**config.mk**
```make
export PLATFORM = sky130hd
export DESIGN_NAME = instr_fetch
export DESIGN_NICKNAME = d
export VERILOG_FILES = /design/src/rtl/instr_fetch.sv
export SDC_FILE = /design/constraint.sdc
export NUM_CORES = 1
export LEC_CHECK = 0
export BUFFER_PORTS_ARGS = -buffer_cell sky130_fd_sc_hd__buf_2
export CAP_MARGIN = 40
export CORE_ASPECT_RATIO = 1.4
export CORE_MARGIN = 2
export CORE_UTILIZATION = 48
export DETAILED_ROUTE_END_ITERATION = 16
export HOLD_SLACK_MARGIN = 0.15
export PLACE_DENSITY = 0.75
export SLEW_MARGIN = 20
export SYNTH_ARGS = -nofsm -noshare
export SYNTH_HDL_FRONTEND = slang
export SYNTH_SLANG_ARGS = --single-unit
```
**constraint.sdc**
```tcl
create_clock -name clock -period 2.65 [get_ports clock]
set_input_delay 0.1325 -clock clock [delete_from_list [all_inputs] [get_ports clock]]
set_output_delay 0.1325 -clock clock [all_outputs]
set_load 0.01 [all_outputs]
```
**src/rtl/instr_fetch.sv**
```systemverilog
// instr_fetch: fetch stage holding the 64x16 instruction memory and the
// instruction register. A handshaked load port lets a host write user code
// while execution is frozen. An IDLE/LOADING/FLUSH FSM sequences load sessions.
// Optional feature macro: WRITE_PROTECT_EN (blocks writes to the BIOS region
// and raises a sticky protect_err flag).
module instr_fetch #(
    parameter int unsigned ADDR_W     = 6,
    parameter int unsigned DATA_W     = 16,
    parameter int unsigned BIOS_WORDS = 32
) (
    input  logic              clock,
    input  logic              reset_n,
    input  logic              run,
    input  logic [ADDR_W-1:0] pc_addr,
    input  logic              load_start,
    input  logic              load_end,
    input  logic              load_valid,
    output logic              load_ready,
    input  logic [ADDR_W-1:0] load_addr,
    input  logic [DATA_W-1:0] load_data,
    output logic [DATA_W-1:0] instr_reg,
    output logic              instr_valid,
    output logic              busy,
    output logic              protect_err
);

    localparam int unsigned       DEPTH      = 2 ** ADDR_W;
    localparam logic [ADDR_W-1:0] BIOS_LIMIT = ADDR_W'(BIOS_WORDS);
`ifdef WRITE_PROTECT_EN
    localparam bit WP_ON = 1'b1;
`else
    localparam bit WP_ON = 1'b0;
`endif

    typedef enum logic [1:0] {
        S_IDLE    = 2'd0,
        S_LOADING = 2'd1,
        S_FLUSH   = 2'd2
    } state_t;

    state_t              state_q, state_d;
    logic [DATA_W-1:0]   mem_q [DEPTH];
    logic [DATA_W-1:0]   ir_q, ir_d;
    logic                valid_q, valid_d;
    logic                beat_acc;
    logic                in_bios;
    logic                wr_en;

    assign load_ready  = (state_q == S_LOADING);
    assign busy        = (state_q == S_LOADING) || (state_q == S_FLUSH);
    assign instr_reg   = ir_q;
    assign instr_valid = valid_q;

    assign beat_acc = load_valid && load_ready;
    assign in_bios  = (load_addr < BIOS_LIMIT);
    // With protection off the BIOS test folds away and every address is writable.
    assign wr_en    = beat_acc && !(WP_ON && in_bios);

    // State register.
    always_ff @(posedge clock or negedge reset_n) begin
        if (!reset_n) begin
            state_q <= S_IDLE;
        end else begin
            state_q <= state_d;
        end
    end

    // Next-state logic: start/end pulses outside their valid states are ignored.
    always_comb begin
        state_d = state_q;
        case (state_q)
            S_IDLE:    if (load_start) state_d = S_LOADING;
            S_LOADING: if (load_end)   state_d = S_FLUSH;
            S_FLUSH:                   state_d = S_IDLE;
            default:                   state_d = S_IDLE;
        endcase
    end

    // Instruction memory: cleared on reset, written by accepted load beats.
    always_ff @(posedge clock or negedge reset_n) begin
        if (!reset_n) begin
            for (int unsigned i = 0; i < DEPTH; i++) begin
                mem_q[i] <= '0;
            end
        end else if (wr_en) begin
            mem_q[load_addr] <= load_data;
        end
    end

    // Fetch control: IR follows the PC in IDLE when running, always in FLUSH,
    // and holds in LOADING; entering LOADING invalidates the IR.
    always_comb begin
        ir_d    = ir_q;
        valid_d = valid_q;
        case (state_q)
            S_IDLE: begin
                if (load_start) begin
                    valid_d = 1'b0;
                end else if (run) begin
                    ir_d    = mem_q[pc_addr];
                    valid_d = 1'b1;
                end
            end
            S_FLUSH: begin
                ir_d    = mem_q[pc_addr];
                valid_d = 1'b1;
            end
            default: begin
                ir_d    = ir_q;
                valid_d = valid_q;
            end
        endcase
    end

    // Instruction register and its valid flag.
    always_ff @(posedge clock or negedge reset_n) begin
        if (!reset_n) begin
            ir_q    <= '0;
            valid_q <= 1'b0;
        end else begin
            ir_q    <= ir_d;
            valid_q <= valid_d;
        end
    end

`ifdef WRITE_PROTECT_EN
    logic perr_q;

    // Sticky protection-violation flag, cleared only by reset.
    always_ff @(posedge clock or negedge reset_n) begin
        if (!reset_n) begin
            perr_q <= 1'b0;
        end else if (beat_acc && in_bios) begin
            perr_q <= 1'b1;
        end
    end

    assign protect_err = perr_q;
`else
    assign protect_err = 1'b0;
`endif

endmodule

```
* Word level (Yosys, flattened, before mapping)
Index checks and enable logic that the tools add are counted.
Storage, ports and cells: bits in registers 1043, latch bits 0, memory bits (writable) 0, ROM bits 0, word-level logic and storage cells 102, memories kept 0
Cells by class: $add $sub $neg 0, $mul 0, div/mod/pow operators 0, $lt $le $gt $ge 3, equal/unequal tests 7, shift operators 0, multiplexer cells 15, bitwise operators 2, reductions and logical operators 8
Operators by type and width (number):
- $bwmux 1024 | 1
- $bmux 16 s6 | 1
- $demux 16 s6 | 1
- $mux 16 | 5
- $pmux 16 s2 | 1
- $ge 7x7->1 const B | 2
- $not 6->7 | 2
- $ne 2x2->1 const B | 4
- $lt 7x1->1 const B | 1
- $mux 2 | 2
- $pmux 2 s2 | 1
- $reduce_and 2->1 | 2
- $ne 3x3->1 const B | 1
- $reduce_and 3->1 | 1
- $eq 2x1->1 const B | 1
- $eq 2x2->1 const B | 1
- $logic_and 1x1->1 | 2
- $logic_not 2->1 | 1
- $mux 1 | 2
- $pmux 1 s2 | 1
- $reduce_bool 2->1 | 1
- $logic_or 1x1->1 | 1

* Logic depth before layout (Yosys ltp)
Gate-level depths: netlist (run 1).
word-level depth 7, depth in mapped cells 10

* Least setup slack after synthesis (run 1)
OpenSTA, ideal clock, no wires.
kind register -> register, start point register state_q[1], end point register mem_q[10] (netlist name), setup time 0.125 ns, arrival 2.261 ns, path slack 0.264 ns, stages on the path, launching flop included 9, path buffers 2, clock period less this slack 2.386 ns, path through dfrtp_1 inv_1 ha_1 and3_1 clkbuf_1 nand3_1 nor2_2 buf_2 mux2_2
Between the ends: longest elaborated chain between the ends 2
RTL lines:
- from (decl) | line 41 | state_t state_q, state_d;
- from (signal assigned) | line 64 | state_q <= state_d;
- $eq 2x1->1 | line 49 | assign load_ready = (state_q == S_LOADING);
- named net load_ready | line 18 | output logic load_ready,
- $logic_and 1x1->1 | line 54 | assign beat_acc = load_valid && load_ready;
- to (signal, indexed assignment) | line 86 | mem_q[load_addr] <= load_data;
- to (decl) | line 42 | logic [DATA_W-1:0] mem_q [DEPTH];
The timed path passes the listed nets, and every way through them passes these cells. A chain may end at the register's enable or synchronous reset.

* Worst setup path in the final report (run 1)
start point register state_q[1], end point register ir_q[5], in the netlist instr_reg[5]
Between the ends: longest elaborated chain between the ends 3
RTL lines:
- $eq 2x2->1 / $logic_not 2->1 (equally long branches) | line 95 | case (state_q)
- $reduce_bool 2->1 (no line) / $ne 2x2->1 (equally long branches)
- $reduce_and 3->1 (no line)
- to (signal assigned) | line 121 | ir_q <= ir_d;
- to (decl) | line 43 | logic [DATA_W-1:0] ir_q, ir_d;
Several ways; a longest one is shown, not always the timed one.

==> results of run 1 <==
synth_stat cells (all sizes together) (3+ instances only):
master,n
mux2i,213
a21oi,5
buf,155
nor2b,35
ha,5
nand2b,4
nand3b,3
nor2,74
mux4,167
a211oi,31
dfrtp,1043
and2,3
nand3,18
a22oi,75
inv,4
a221o,16
nor3b,5
nor3,3
a31oi,15
o21ai,17
mux2,1026
o211ai,15
nand2,23
clkbuf,142
a2111oi,30
a22o,15
worst paths after layout:
| path | startpoint | endpoint | slack, ns | cells after the start |
|---|---|---|---|---|
| hold / removal | load_data[7] | mem_q[887] | 0.21 | 2 |
| setup / recovery | state_q[1] | instr_reg[5] | 0.003 | 9 |
| hold reg to reg | mem_q[125] | mem_q[125] | 0.49 | 1 |
| max in group asynchronous | reset_n | mem_q[841] | 1.76 | 3 |
| min in group asynchronous | reset_n | mem_q[540] | 0.26 | 3 |
| setup reg to reg | state_q[1] | instr_reg[5] | 0.003 | 9 |
cell usage in the layout (no fill, tap or decap), drive strengths merged, types with 18 or more instances in the layout:
master / instances
nand2: 23
buf: 303
clkinv: 24
dfrtp: 1043
clkbuf: 135
nand3: 18
a22oi: 75
mux2: 1026
a2111oi: 30
mux2i: 213
mux4: 167
a211oi: 31
nor2b: 35
dlygate4sd3: 25
nor2: 74
cell families after synthesis:
kind of cell / share of synthesized area, %
multiplexers: 36.8
AO/OA/AOI/OAI: 3.52
other: 0.00786
adder cells (fa/ha/maj): 0.131
buffers and inverters: 2.96
AND/OR/NAND/NOR: 1.92
flip-flops: 54.7
per-stage QoR:
stage | utilization [%] | setup TNS [ns] | std cells
after CTS | 55.7 | 0 | 4673
after floorplan | - | 0 | 3157
after global routing | 55.7 | 0 | 4676
final | 55.8 | 0 | 4677
after detailed placement | 52.0 | 0 | 4473
after global placement | 51.9 | -1.60 | 4467
worst register-to-register path, stage by stage (launching register included):
cell	delay, ns
sky130_fd_sc_hd__dfrtp_1	0.40
sky130_fd_sc_hd__inv_1	0.14
sky130_fd_sc_hd__ha_1	0.23
sky130_fd_sc_hd__nand2_1	0.07
sky130_fd_sc_hd__nor2_1	0.12
sky130_fd_sc_hd__a21oi_2	0.11
sky130_fd_sc_hd__nand2b_1	0.23
sky130_fd_sc_hd__buf_4	0.21
sky130_fd_sc_hd__a2111oi_0	0.86
sky130_fd_sc_hd__a221o_1	0.22
layout make-up:
cell class | count | area [um2]
fill | 7672 | 43500
sequential | 1043 | 26100
multi-input combinational | 1813 | 20300
timing repair buffer | 330 | 3400
clock buffer | 133 | 2790
tap | 1311 | 1640
clock inverter | 42 | 602
inverter | 4 | 15.0
antenna | 1 | 2.50
power breakdown:
part | switching [uW] | leakage (uW) | internal [uW]
logic | 2690 | 0.0105 | 3160
registers | 1240 | 0.0143 | 18100
clock network | 6210 | 0.00168 | 8650
layer usage:
metal  vias up  GRT usage, %  share of wire (%)
met5         -             0              0.021
met4         4          11.4                4.7
met3       228          3.09                3.5
met2       585          43.2                 52
met1     15300          29.8                 40
li1      12000             -                  -
timing repair:
action | in CTS | in global routing
setup buffers | 0 | 0
resized for setup | 0 | 1
hold endpoints to repair | 1321 | 10
endpoints found under the setup margin | 0 | 58
hold buffers | 25 | 1
==> impl_results.html, run 1 <==
<table>
<tr><th>Metric</th><th>Value</th></tr>
<tr><th colspan="2">Status</th></tr>
<tr><td>Outcome</td><td>finished clean</td></tr>
<tr><th colspan="2">STA</th></tr>
<tr><td>Unrepaired setup endpoints after global routing</td><td>no</td></tr>
<tr><td>Fin. Hold Viols</td><td>0</td></tr>
<tr><td>Final worst slack</td><td>0.00256 ns</td></tr>
<tr><td>Max frequency</td><td>378 MHz</td></tr>
<tr><td>Transition time at the pin with the least slew margin</td><td>around 1 ns</td></tr>
<tr><td>Final Slew Violations</td><td>0</td></tr>
<tr><td>Clock skew after layout</td><td>0.0293 ns</td></tr>
<tr><td>Tcrit/Tclk final</td><td>99.9%</td></tr>
<tr><td>Total setup violations reported at the end of the flow</td><td>0</td></tr>
<tr><td>Max transition margin</td><td>about a third</td></tr>
<tr><td>Post-route minimum period</td><td>roughly 2.6 ns</td></tr>
<tr><td>Post-Route Hold Slack</td><td>between 0.2 and 0.25 ns</td></tr>
<tr><th colspan="2">Run</th></tr>
<tr><td>Number of maximum-capacitance constraint violations</td><td>0</td></tr>
<tr><th colspan="2">Clock tree</th></tr>
<tr><td>Clock Root Buffer</td><td>sky130_fd_sc_hd__clkbuf_16</td></tr>
<tr><td>Total clock sinks</td><td>1043</td></tr>
<tr><td>Longest Clk Path Bufs</td><td>3</td></tr>
<tr><td>H-tree depth</td><td>3</td></tr>
<tr><td>Clock transition time at the flip-flop clock pins of the worst setup and hold paths</td><td>around 0.060 ns</td></tr>
<tr><td>Cts bufs inserted</td><td>between 90 and 100</td></tr>
<tr><td>CTS tree</td><td>built</td></tr>
<tr><td>Clk Latency, worst-skew pair</td><td>~0.70 ns</td></tr>
<tr><th colspan="2">Floorplan</th></tr>
<tr><td>Top Ports</td><td>54</td></tr>
<tr><td>Die boundary height</td><td>between 300 and 400 um</td></tr>
<tr><td>Die area</td><td>~100000 um2</td></tr>
<tr><td>Die width</td><td>271 um</td></tr>
<tr><td>Core ar.</td><td>98400 um2</td></tr>
<tr><td>Number of core rows</td><td>around 140</td></tr>
<tr><td>Initial cell density of the core</td><td>approximately 49%</td></tr>
<tr><th colspan="2">Synth</th></tr>
<tr><td>Syn avg cell area</td><td>~15 um2</td></tr>
<tr><td>Cells after synthesis</td><td>3157</td></tr>
<tr><td>Synthesis warning total</td><td>0</td></tr>
<tr><td>Flip-flop cell with the highest count after synthesis</td><td>sky130_fd_sc_hd__dfrtp_1</td></tr>
<tr><td>Post-synth EDFFs</td><td>0</td></tr>
<tr><td>Share of synthesized registers carrying an async set or reset</td><td>100%</td></tr>
<tr><td>Largest area contributor in the synthesized netlist</td><td>sky130_fd_sc_hd__dfrtp_1</td></tr>
<tr><td>Number of flip-flops and latches in the synthesized netlist</td><td>1043</td></tr>
<tr><td>Synth top area cells</td><td>sky130_fd_sc_hd__dfrtp_1 (55%), sky130_fd_sc_hd__mux2_2 (24%), sky130_fd_sc_hd__mux4_2 (6.6%), sky130_fd_sc_hd__mux2i_1 (4.5%), sky130_fd_sc_hd__mux4_1 (1.5%)</td></tr>
<tr><td>Synthesized cell area</td><td>roughly 48000 um2</td></tr>
<tr><td>Post-synth top area share</td><td>a little over half</td></tr>
<tr><td>Sequential element share of the synthesized area</td><td>a little over half</td></tr>
<tr><td>Yosys cell types</td><td>46</td></tr>
<tr><td>Synth Net Count</td><td>approximately 3.2k</td></tr>
<tr><th colspan="2">Finish</th></tr>
<tr><td>Proportion of layout cells with a drive suffix above 1</td><td>between 40% and 50%</td></tr>
<tr><td>Post-route cell area</td><td>between 50000 and 60000 um2</td></tr>
<tr><td>Flip-flop count of the largest register, all copies and words added</td><td>between 1k and 1.5k</td></tr>
<tr><td>Nets</td><td>3327</td></tr>
<tr><td>Synthesis-to-finish area growth</td><td>14.9%</td></tr>
<tr><th colspan="2">Setup path</th></tr>
<tr><td>Worst Path Required</td><td>between 3 and 4 ns</td></tr>
<tr><td>Kind of critical path</td><td>register to register</td></tr>
<tr><td>Number of buffers and inverters on the critical path</td><td>2</td></tr>
<tr><td>Critical path's top delay family</td><td>compound AO/OA/AOI/OAI gates</td></tr>
<tr><td>Largest fanout on the critical path</td><td>12</td></tr>
<tr><td>Largest incremental delay on the critical path</td><td>between 0.8 and 0.9 ns</td></tr>
<tr><td>Arrival time at the worst endpoint</td><td>between 3 and 4 ns</td></tr>
<tr><td>Crit-path cells</td><td>inv_1, ha_1, nand2_1, nor2_1, a21oi_2, nand2b_1, buf_4, a2111oi_0, a221o_1</td></tr>
<tr><td>Type of element capturing the critical path</td><td>register</td></tr>
<tr><td>Master of the slowest instance on the critical path</td><td>sky130_fd_sc_hd__a2111oi_0</td></tr>
<tr><td>Kind of start point of the critical path</td><td>register</td></tr>
<tr><th colspan="2">Global routing</th></tr>
<tr><td>Wire length of the first global-routing pass</td><td>around 190000 um</td></tr>
<tr><td>Antenna violations before repair</td><td>2</td></tr>
<tr><td>Largest net degree at the start of global routing</td><td>104</td></tr>
<tr><td>All-layer global routing usage</td><td>between 20% and 30%</td></tr>
<tr><td>Overflow after GRT</td><td>0</td></tr>
<tr><td>Number of global-route vias before repair</td><td>30.3k</td></tr>
<tr><th colspan="2">Pwr</th></tr>
<tr><td>Peak supply drop</td><td>0.493 mV</td></tr>
<tr><td>Overall power of the completed layout</td><td>between 40000 and 50000 uW</td></tr>
<tr><td>Leakage power</td><td>between 0.02 and 0.03 uW</td></tr>
<tr><td>Power per cell area</td><td>731 nW/um2</td></tr>
<tr><th colspan="2">Detailed routing</th></tr>
<tr><td>Final wirelength</td><td>between 100000 and 150000 um</td></tr>
<tr><td>Avg WL per Cell</td><td>between 20 and 30 um</td></tr>
<tr><td>Vias post-DR</td><td>approximately 28k</td></tr>
<tr><td>Via-per-instance ratio</td><td>6.01</td></tr>
<tr><td>Detailed-route DRC error count</td><td>0</td></tr>
<tr><td>Remaining antenna violation count after routing</td><td>0</td></tr>
<tr><td>Count of TritonRoute iterations in the first routing pass</td><td>5</td></tr>
<tr><td>Drt first-iter violations</td><td>1734</td></tr>
<tr><th colspan="2">Min path</th></tr>
<tr><td>Worst min path class</td><td>input port to register</td></tr>
<tr><th colspan="2">Placement</th></tr>
<tr><td>Number of port buffers</td><td>52</td></tr>
<tr><td>Dpl hpwl</td><td>between 80000 and 90000 um</td></tr>
<tr><td>Worst setup slack before clock tree synthesis</td><td>between 0.004 and 0.005 ns</td></tr>
<tr><td>Post-place instance area</td><td>roughly 51000 um2</td></tr>
<tr><td>Routability cong.</td><td>roughly 0.85</td></tr>
</table>
No activity file was read; power rests on OpenSTA's default activity.
==> inputs of run 2 (changes only) <==
--- a/config.mk
+++ b/config.mk
@@ -12,7 +12,7 @@
 export CORE_UTILIZATION = 48
 export DETAILED_ROUTE_END_ITERATION = 16
 export HOLD_SLACK_MARGIN = 0.15
-export PLACE_DENSITY = 0.75
+export PLACE_DENSITY = 0.65
 export SLEW_MARGIN = 20
 export SYNTH_ARGS = -nofsm -noshare
 export SYNTH_HDL_FRONTEND = slang
==> run 2 against run 1 <==
Compared with the run above: via count up 0.36%; die area is the same; non-clock buffer count up 1; highest routed layer unchanged.
==> impl_results.html, run 2 (synthesis gave the netlist of run 1 again) <==
<table>
<tr><th>Metric</th><th>Value</th></tr>
<tr><th colspan="2">Finish</th></tr>
<tr><td>Number of non-filler instances in the completed layout</td><td>4685 (+0.17%)</td></tr>
<tr><td>Commonest non-fill, non-tap cells in the layout</td><td>sky130_fd_sc_hd__dfrtp_1 (1043), sky130_fd_sc_hd__mux2_2 (1010), sky130_fd_sc_hd__mux2i_1 (213), sky130_fd_sc_hd__buf_4 (171), sky130_fd_sc_hd__mux4_2 (139)</td></tr>
<tr><td>Nets</td><td>3330 (+0.090%)</td></tr>
<tr><td>Flip-flop count of the largest register, all copies and words added</td><td>1024 (unchanged)</td></tr>
<tr><td>Count of fill cells added during filler insertion</td><td>7840 (+2.2%)</td></tr>
<tr><td>Proportion of layout cells with a drive suffix above 1</td><td>49.0% (+0.062 points)</td></tr>
<tr><td>Area of all sequential standard cells</td><td>26100 um2 (unchanged)</td></tr>
<tr><td>Synthesis-to-finish area growth</td><td>15.3%</td></tr>
<tr><td>Multi-input gate area in the final layout</td><td>20300 um2 (about the same)</td></tr>
<tr><td>Utilization after layout</td><td>55.9% (+0.20 points)</td></tr>
<tr><td>Most frequent standard cell in the layout excluding fill and tap cells</td><td>sky130_fd_sc_hd__dfrtp_1</td></tr>
<tr><th colspan="2">Clock tree</th></tr>
<tr><td>Clk Latency, worst-skew pair</td><td>0.70 ns (about the same)</td></tr>
<tr><td>Setup Fix Bufs, Post-CTS</td><td>0 (unchanged)</td></tr>
<tr><td>Clock transition time at the flip-flop clock pins of the worst setup and hold paths</td><td>0.06 ns (about the same)</td></tr>
<tr><td>Longest Clk Path Bufs</td><td>3 (unchanged)</td></tr>
<tr><td>H-tree depth</td><td>3 (unchanged)</td></tr>
<tr><td>CTS tree</td><td>built</td></tr>
<tr><td>Cts bufs inserted</td><td>98 (+2.1%)</td></tr>
<tr><td>Total clock sinks</td><td>1043 (unchanged)</td></tr>
<tr><td>Clock Root Buffer</td><td>sky130_fd_sc_hd__clkbuf_16</td></tr>
<tr><th colspan="2">Detailed routing</th></tr>
<tr><td>Remaining antenna violation count after routing</td><td>0 (unchanged)</td></tr>
<tr><td>Detailed-route DRC error count</td><td>0 (unchanged)</td></tr>
<tr><td>Count of TritonRoute iterations in the first routing pass</td><td>5 (unchanged)</td></tr>
<tr><td>Via-per-instance ratio</td><td>6.02 (+0.19%)</td></tr>
<tr><td>Avg WL per Cell</td><td>27.6 um (+5.8%)</td></tr>
<tr><td>Vias post-DR</td><td>28.2k (+0.36%)</td></tr>
<tr><td>Drt first-iter violations</td><td>1659 (-4.3%)</td></tr>
<tr><td>Final wirelength</td><td>129000 um (+6.0%)</td></tr>
<tr><th colspan="2">Setup path</th></tr>
<tr><td>Worst Path Required</td><td>3.28 ns (about the same)</td></tr>
<tr><td>Arrival time at the worst endpoint</td><td>3.23 ns (-0.05 ns)</td></tr>
<tr><td>Critical register-to-register path startpoint</td><td>state_q[0]</td></tr>
<tr><td>Crit-path cells</td><td>inv_1, ha_1, nand2_1, nor2_1, a21oi_2, nand2b_1, a2111oi_1, a221o_1</td></tr>
<tr><td>Kind of start point of the critical path</td><td>register</td></tr>
<tr><td>Critical path's top delay family</td><td>compound AO/OA/AOI/OAI gates</td></tr>
<tr><td>Number of buffers and inverters on the critical path</td><td>1 (-1)</td></tr>
<tr><td>Launch point of the critical path</td><td>state_q[0]</td></tr>
<tr><td>Largest fanout on the critical path</td><td>7 (-5)</td></tr>
<tr><td>Master of the slowest instance on the critical path</td><td>sky130_fd_sc_hd__a2111oi_1</td></tr>
<tr><td>Type of element capturing the critical path</td><td>register</td></tr>
<tr><td>Kind of critical path</td><td>register to register</td></tr>
<tr><td>Largest incremental delay on the critical path</td><td>0.85 ns (about the same)</td></tr>
<tr><th colspan="2">STA</th></tr>
<tr><td>Setup tns final</td><td>0 ns (unchanged)</td></tr>
<tr><td>Clock skew after layout</td><td>0.0248 ns (-0.00441 ns)</td></tr>
<tr><td>Fin. Hold Viols</td><td>0 (unchanged)</td></tr>
<tr><td>Tcrit/Tclk final</td><td>98.3% (-1.6 points)</td></tr>
<tr><td>Unrepaired setup endpoints after global routing</td><td>yes</td></tr>
<tr><td>Total setup violations reported at the end of the flow</td><td>0 (unchanged)</td></tr>
<tr><td>Max frequency</td><td>384 MHz (+1.7%)</td></tr>
<tr><td>Final worst slack</td><td>0.0461 ns (+0.0435 ns)</td></tr>
<tr><td>Post-route minimum period</td><td>2.60 ns (-0.0435 ns)</td></tr>
<tr><td>Max transition margin</td><td>40.1% (+7.7 points)</td></tr>
<tr><td>Transition time at the pin with the least slew margin</td><td>0.896 ns (-0.0916 ns)</td></tr>
<tr><td>Final Slew Violations</td><td>0 (unchanged)</td></tr>
<tr><th colspan="2">Floorplan</th></tr>
<tr><td>Top Ports</td><td>54 (unchanged)</td></tr>
<tr><td>Initial cell density of the core</td><td>48.5% (unchanged)</td></tr>
<tr><td>Die boundary height</td><td>377 um (unchanged)</td></tr>
<tr><td>Die width</td><td>271 um (unchanged)</td></tr>
<tr><td>Die area</td><td>102000 um2 (unchanged)</td></tr>
<tr><td>Core ar.</td><td>98400 um2 (unchanged)</td></tr>
<tr><td>Number of core rows</td><td>136 (unchanged)</td></tr>
<tr><th colspan="2">Global routing</th></tr>
<tr><td>Wire length of the first global-routing pass</td><td>199000 um (+4.5%)</td></tr>
<tr><td>Overflow after GRT</td><td>0 (unchanged)</td></tr>
<tr><td>Number of global-route vias before repair</td><td>31.1k (+2.8%)</td></tr>
<tr><td>All-layer global routing usage</td><td>25.9% (+1.4 points)</td></tr>
<tr><td>Antenna violations before repair</td><td>4 (+2)</td></tr>
<tr><td>Largest net degree at the start of global routing</td><td>124 (+19%)</td></tr>
<tr><th colspan="2">Pwr</th></tr>
<tr><td>Net switching share of the total power</td><td>25.3% (+0.034 points)</td></tr>
<tr><td>Register share of total power</td><td>48.0% (-0.3 points)</td></tr>
<tr><td>Overall power of the completed layout</td><td>40500 uW (+0.95%)</td></tr>
<tr><td>Peak supply drop</td><td>0.495 mV (+0.35%)</td></tr>
<tr><td>Part of the power in combinational logic</td><td>14.5% (about the same)</td></tr>
<tr><td>Proportion of power drawn by the clock network</td><td>37.6% (+0.5 points)</td></tr>
<tr><td>Power per cell area</td><td>735 nW/um2 (+0.59%)</td></tr>
<tr><td>Leakage power</td><td>0.0266 uW (+0.31%)</td></tr>
<tr><td>Switching power</td><td>10200 uW (+1.1%)</td></tr>
<tr><td>Internal power contribution</td><td>30200 uW (+0.90%)</td></tr>
<tr><th colspan="2">Placement</th></tr>
<tr><td>Routability cong.</td><td>0.835 (-1.5%)</td></tr>
<tr><td>Dpl hpwl</td><td>85200 um (+5.0%)</td></tr>
<tr><td>Number of port buffers</td><td>52 (unchanged)</td></tr>
<tr><td>Placed cells</td><td>4475 (+0.045%)</td></tr>
<tr><td>Worst setup slack before clock tree synthesis</td><td>-0.305 ns (-0.309 ns)</td></tr>
<tr><th colspan="2">Min path</th></tr>
<tr><td>Worst min path class</td><td>input port to asynchronous set/reset pin</td></tr>
<tr><th colspan="2">Run</th></tr>
<tr><td>Number of maximum-capacitance constraint violations</td><td>0 (unchanged)</td></tr>
<tr><th colspan="2">Status</th></tr>
<tr><td>Outcome</td><td>finished clean</td></tr>
</table>
-- run 2: cell types whose count changed in the layout (fill, tap and decap cells not counted), moves of 4 or more --
| cell | change |
|---|---|
| sky130_fd_sc_hd__buf_12 | +8 |
| sky130_fd_sc_hd__nor2_2 | -8 |
| sky130_fd_sc_hd__clkbuf_8 | +6 |
| sky130_fd_sc_hd__clkbuf_1 | -5 |
| sky130_fd_sc_hd__a2111oi_0 | -4 |
| sky130_fd_sc_hd__nor2_1 | +8 |
| sky130_fd_sc_hd__clkinv_2 | +4 |
-- run 2: cell type report --
| type | count | share of cell area [%] |
|---|---|---|
| repair buffers | 331 | 6.35 |
| inverters | 4 | 0.0273 |
| multi-input cells | 1813 | 36.8 |
| well taps | 1311 | 2.98 |
| flip-flops and latches | 1043 | 47.4 |
| clock inverters | 45 | 1.09 |
| diodes | 1 | 0.00455 |
| clock buffers | 137 | 5.29 |
-- run 2: worst paths after layout --
path,end,cells past startpoint,slack (ns)
worst min register to register,mem_q[120],1,0.49
worst max-delay path,instr_reg[2],8,0.05
max in group asynchronous,mem_q[1023],4,1.71
worst max register to register,instr_reg[2],8,0.05
worst min-delay path,mem_q[605],3,0.21
min in group clock,mem_q[10],2,0.21
-- run 2: metal layers --
layer  share of wire (%)  up-vias  GRT usage [%]
met4                 5.4        4           14.0
met3                 3.5      246           2.91
li1                    -    12000              -
met1                  40    15400           31.6
met5               0.019        -              0
met2                  51      622           45.1
-- run 2: what timing repair did --
item                                   4_1_cts  5_1_grt
endpoints found under the hold margin     1046      112
setup endpoints to repair                    0       30
hold buffers                                19        4
gates resized for setup                      0        5
-- run 2: power by group through the flow --
stage          Clock [uW]  Combinational (uW)  Sequential (uW)
2_1_floorplan           0                3870            19200
3_3_place_gp            0                5570            19500
3_5_place_dp            0                5820            19700
4_1_cts             15500                5870            19400
5_1_grt             16100                6300            19600
6_report            15200                5850            19400
-- run 2: worst min-delay path, delay by kind of cell --
kind	cells	cell delay, ns
buffers and inverters	3	1.14
-- run 2: through the flow --
step	instance area, um2	hold WS (ns)
finish	55000	0.209
global route	55000	0.223
CTS	54900	0.171
detailed placement	51200	0.128
global placement	51100	0.121
floorplan	47700	-0.163
